**config.mk**
```make
export PLATFORM = sky130hd
export DESIGN_NAME = regfile_rotating_writer
export DESIGN_NICKNAME = d
export VERILOG_FILES = /design/src/rtl/regfile_writer_pkg.sv /design/src/rtl/regfile_rotating_writer_ptr.sv /design/src/rtl/regfile_rotating_writer.sv
export SDC_FILE = /design/constraint.sdc
export NUM_CORES = 1
export LEC_CHECK = 0
export BUFFER_PORTS_ARGS = -buffer_cell sky130_fd_sc_hd__buf_2
export CAP_MARGIN = 30
export CORE_MARGIN = 2
export CORE_UTILIZATION = 46
export CTS_CLUSTER_DIAMETER = 150
export DETAILED_ROUTE_END_ITERATION = 8
export HOLD_SLACK_MARGIN = 0.05
export PLACE_DENSITY = 0.79
export SYNTH_ARGS = -nofsm -noshare
export SYNTH_HDL_FRONTEND = slang
export SYNTH_SLANG_ARGS = --single-unit
```
**constraint.sdc**
```tcl
create_clock -name CGRA_Clock -period 2.4 [get_ports CGRA_Clock]
set_clock_uncertainty 0.2 [all_clocks]
set_input_delay 0 -clock CGRA_Clock [delete_from_list [all_inputs] [get_ports CGRA_Clock]]
set_output_delay 0 -clock CGRA_Clock [all_outputs]
set_load 0.02 [all_outputs]
```
**src/rtl/regfile_writer_pkg.sv**
```systemverilog
// Shared types and helpers for the rotating register-file write allocator.
// The typedefs describe the default configuration; modules re-derive widths when LOG2REGS is overridden.
package regfile_writer_pkg;

  localparam int LOG2REGS_DEF = 1;

  typedef logic [LOG2REGS_DEF-1:0] ptr_t;
  typedef logic [LOG2REGS_DEF:0]   count_t;

  function automatic int depth_of(input int log2regs);
    return 1 << log2regs;
  endfunction

endpackage

```
**src/rtl/regfile_rotating_writer_ptr.sv**
```systemverilog
// rf_wrap_ptr: modulo-DEPTH pointer with increment enable, used for both head and tail.
module rf_wrap_ptr
  import regfile_writer_pkg::*;
#(
  parameter int LOG2REGS = $bits(ptr_t)
) (
  input  logic                CGRA_Clock,
  input  logic                CGRA_Reset,
  input  logic                inc,
  output logic [LOG2REGS-1:0] ptr
);

  localparam logic [LOG2REGS-1:0] LAST = LOG2REGS'(depth_of(LOG2REGS) - 1);

  // NOTE: sequential state uses non-blocking assignments so every flop samples pre-edge values.
  always_ff @(posedge CGRA_Clock or posedge CGRA_Reset) begin
    if (CGRA_Reset)
      ptr <= '0;
    else if (inc)
      ptr <= (ptr == LAST) ? '0 : ptr + 1'b1;
  end

endmodule

```
**src/rtl/regfile_rotating_writer.sv**
```systemverilog
// Write-side allocator for the 1W/2R register file with rotating head/tail pointers.
// Optional build macro REGFILE_WRITER_ERR_EN enables the sticky underflow_err register.
module regfile_rotating_writer
  import regfile_writer_pkg::*;
#(
  parameter int LOG2REGS = $bits(ptr_t),
  parameter int SIZE     = 32
) (
  input  logic                CGRA_Clock,
  input  logic                CGRA_Reset,
  input  logic                in_valid,
  output logic                in_ready,
  input  logic [SIZE-1:0]     in_data,
  input  logic                release_strobe,
  output logic                WE0,
  output logic [LOG2REGS-1:0] address_in0,
  output logic [SIZE-1:0]     data_out,
  output logic [LOG2REGS-1:0] head_addr,
  output logic [LOG2REGS:0]   count,
  output logic                full,
  output logic                empty,
  output logic                underflow_err
);

  localparam int DEPTH = depth_of(LOG2REGS);

  logic [LOG2REGS-1:0] tail;
  logic [LOG2REGS+1:0] occupancy;
  logic                accept;
  logic                rel_eff;

  // An issued-but-not-landed write already owns its register, so it counts toward full.
  assign occupancy = {1'b0, count} + {{(LOG2REGS+1){1'b0}}, WE0};
  assign full      = (occupancy == (LOG2REGS+2)'(DEPTH));
  assign empty     = (count == '0);
  assign in_ready  = !full;
  assign accept    = in_valid && in_ready;
  assign rel_eff   = release_strobe && !empty;

  rf_wrap_ptr #(.LOG2REGS(LOG2REGS)) u_tail (
    .CGRA_Clock (CGRA_Clock),
    .CGRA_Reset (CGRA_Reset),
    .inc        (accept),
    .ptr        (tail)
  );

  rf_wrap_ptr #(.LOG2REGS(LOG2REGS)) u_head (
    .CGRA_Clock (CGRA_Clock),
    .CGRA_Reset (CGRA_Reset),
    .inc        (rel_eff),
    .ptr        (head_addr)
  );

  always_ff @(posedge CGRA_Clock or posedge CGRA_Reset) begin
    if (CGRA_Reset) begin
      WE0         <= 1'b0;
      address_in0 <= '0;
      data_out    <= '0;
    end else begin
      WE0 <= accept;
      if (accept) begin
        address_in0 <= tail;
        data_out    <= in_data;
      end
    end
  end

  // A landing write and an effective release on the same edge cancel out.
  always_ff @(posedge CGRA_Clock or posedge CGRA_Reset) begin
    if (CGRA_Reset)
      count <= '0;
    else if (WE0 && !rel_eff)
      count <= count + 1'b1;
    else if (!WE0 && rel_eff)
      count <= count - 1'b1;
  end

`ifdef REGFILE_WRITER_ERR_EN
  always_ff @(posedge CGRA_Clock or posedge CGRA_Reset) begin
    if (CGRA_Reset)
      underflow_err <= 1'b0;
    else if (release_strobe && empty)
      underflow_err <= 1'b1;
  end
`else
  assign underflow_err = 1'b0;
`endif

endmodule

```
==> flow_metrics.env <==
export IMPL_post_place_ws_ns=0.195
export IMPL_min_period_ns=2.21
export IMPL_io_buffers=75
export IMPL_nFillCells=235
export IMPL_synth_top_area_share_pct=57.9
export IMPL_combPwrFrac_pct=54.0
export IMPL_path_class="reg -> reg"
export IMPL_yosysSeqAreaShare_pct=57.9
export IMPL_place_inst=210
export IMPL_die_y_um=63.8
export IMPL_insertedDiodeCount=0
export IMPL_grt_use_total_pct=19.1
export IMPL_rsz0062_at_grt="false"
export IMPL_r2r_start="count[0]"
export IMPL_status="finished, final reports clean"
export IMPL_path_clk_slew_ns=0.11
export IMPL_p_total_mw=3.53
export IMPL_swShare_pct=39.2
export IMPL_fin_cells=252
export IMPL_post_synth_top_area_cell="dfrtp_1"
export IMPL_drc=0
export IMPL_startpoint="count[0]"
export IMPL_tns_ns=0
export IMPL_io_pins=77
export IMPL_yosys_top_cells_area="dfrtp_1 (58%), mux2_4 (26%), buf_12 (3.7%), mux2_2 (3.4%), ha_1 (2.3%)"
export IMPL_wl_met2_mm=1.85
export IMPL_clk_latency_ns=0.33
export IMPL_cts_buffers=5
export IMPL_cts_buffer_depth=2
export IMPL_synth_seq_cells=38
export IMPL_place_gp_congestion=0.714
export IMPL_setup_slack_ns=0.191
export IMPL_dr_max_layer_used="met4"
export IMPL_syn_to_final_growth_pct=49.0
export IMPL_internal_power_mw=2.14
export IMPL_drive_above_1_share_pct=57.8
export IMPL_cts_htree_levels=2
export IMPL_syn_area_per_cell_um2=17.9
export IMPL_worst_slew_pin_slew_ns=0.705
export IMPL_root_buffer="clkbuf_4"
export IMPL_fin_hold_ws_ns=0.101
export IMPL_finalCoreUtilization_pct=72.2
export IMPL_final_max_slew_violation_count=0
export IMPL_timing_final_hold_violations=0
export IMPL_wl_mm=3.61
export IMPL_final_common_cell="buf_2"
export IMPL_grt_max_degree=36
export IMPL_hpwl_mm=2.27
export IMPL_yosysWarnings=0
export IMPL_grt_antenna_before_repair=0
export IMPL_final_area_um2=2450
export IMPL_num_vias=1111
export IMPL_ant_nets=0
export IMPL_crit_path_start_kind="flip-flop"
export IMPL_die_w_um=63.8
export IMPL_path_max_fanout=35
export IMPL_fmax_mhz=453
export IMPL_drt_first_pass_iters=2
export IMPL_grt_pass1_wl_mm=5.67
export IMPL_p_clk_share_pct=12.4
export IMPL_syn_nets=131
export IMPL_grt_pass1_vias=1178
export IMPL_cp_end_kind="flip-flop"
export IMPL_seqPwrFrac_pct=33.6
export IMPL_worstHoldPathType="in -> async"
export IMPL_nNetsFinal=245
export IMPL_synth_cell_area_um2=1640
export IMPL_drt_iter0_drc=27
export IMPL_start_util_pct=48.5
export IMPL_placed_cell_area_um2=2020
export IMPL_ir_drop_uv=779
export IMPL_p_per_area_nw_per_um2=1440
export IMPL_numClockSinks=38
export IMPL_num_rows=21
export IMPL_syn_inst=92
export IMPL_cts_tree="done"
export IMPL_p_sw_mw=1.38
export IMPL_postCtsSetupBuffers=0
export IMPL_finalSetupViolCount=0
export IMPL_coreArea_um2=3390
export IMPL_ys_types=15
export IMPL_wl_met3_um=228
export IMPL_drt_met1_wl_mm=1.42
export IMPL_cp_required_ns=2.43
export IMPL_cp_arrival_ns=2.24
export IMPL_vias_per_cell=4.41
export IMPL_routedWlPerCell_um=14.3
export IMPL_maxSlewHeadroom_pct=52.9
export IMPL_finalCritPeriodShare_pct=92.0
export IMPL_layout_common_cells="buf_2 (75), dfrtp_1 (38), dlygate4sd3_1 (35)"
export IMPL_leakage_nw=1.27
export IMPL_die_area_um2=4070
export IMPL_maxCapViolCount=0
export IMPL_overflow=0
## power groups by stage
stage	logic [mW]	registers [mW]	clock network [mW]
after detailed placement	1.88	1.18	0
after global routing	2.01	1.23	0.482
after CTS	1.92	1.18	0.454
after floorplan	1.07	1.57	0
after global placement	1.83	1.17	0
final	1.90	1.18	0.439
## final timing paths
check	end	slack [ns]	depth (start not counted)
max in group asynchronous	data_out[3]	1.17	4
worst max-delay path	data_out[24]	0.19	6
worst min register to register	u_tail.ptr	0.28	1
min in group CGRA_Clock	data_out[22]	0.22	3
worst min-delay path	data_out[9]	0.10	3
worst max register to register	data_out[24]	0.19	6
## flip-flops by register name (all words and copies together) (netlist names)
name and cells:
WE0 1, address_in0 1, count 2, data_out 32
u_head.ptr 1, u_tail.ptr 1
## layout make-up
cell class | count | area (um2) | area share (%)
Tap cell | 46 | 57.6 | 2.35
Sequential cell | 38 | 951 | 38.9
Inverter | 3 | 11.3 | 0.460
Multi-Input combinational cell | 47 | 613 | 25.1
Clock inverter | 1 | 30.0 | 1.23
Timing Repair Buffer | 111 | 733 | 30.0
Clock buffer | 6 | 51.3 | 2.10
## what timing repair did
| item | in CTS | in global routing |
|---|---|---|
| hold buffers | 35 | 0 |
| resized for setup | 0 | 0 |
| setup endpoints to repair | 0 | 0 |
| hold endpoints to repair | 54 | 0 |
## routing by layer
metal	global-route usage [%]	vias to the layer above
met5	0	-
met4	8.42	0
met3	7.04	11
met2	33.3	50
met1	20.8	513
li1	-	537
## critical path: stages, from the launching register on
cell	delay, ns
dfrtp_1	0.46
ha_1	0.21
ha_1	0.27
nor3b_4	0.19
inv_2	0.09
nand2_8	0.29
mux2_2	0.38
## cells in the mapped netlist
cell,n
ha_1,3
o21ai_0,1
mux2_2,5
nand2_8,1
conb_1,1
inv_1,2
inv_2,1
mux2_4,28
buf_12,3
nor3b_4,1
xnor2_1,3
nor2_1,2
xor2_1,2
buf_4,1
dfrtp_1,38
## kinds of logic (layout without fill, tap and decap cells)
logic type / count (synthesis) / count (layout) / share of synthesized area, %
AOI/OAI and AO/OA: 1 / 1 / 0.304
xor gates and xnor gates: 5 / 5 / 2.67
adders and majority gates: 3 / 3 / 2.29
buffers and inverters: 7 / 121 / 4.80
DFF: 38 / 38 / 57.9
muxes: 33 / 33 / 29.0
other: 1 / 1 / 0.228
and+or+nand+nor: 4 / 4 / 2.82
(Power assumes the default switching activity.)
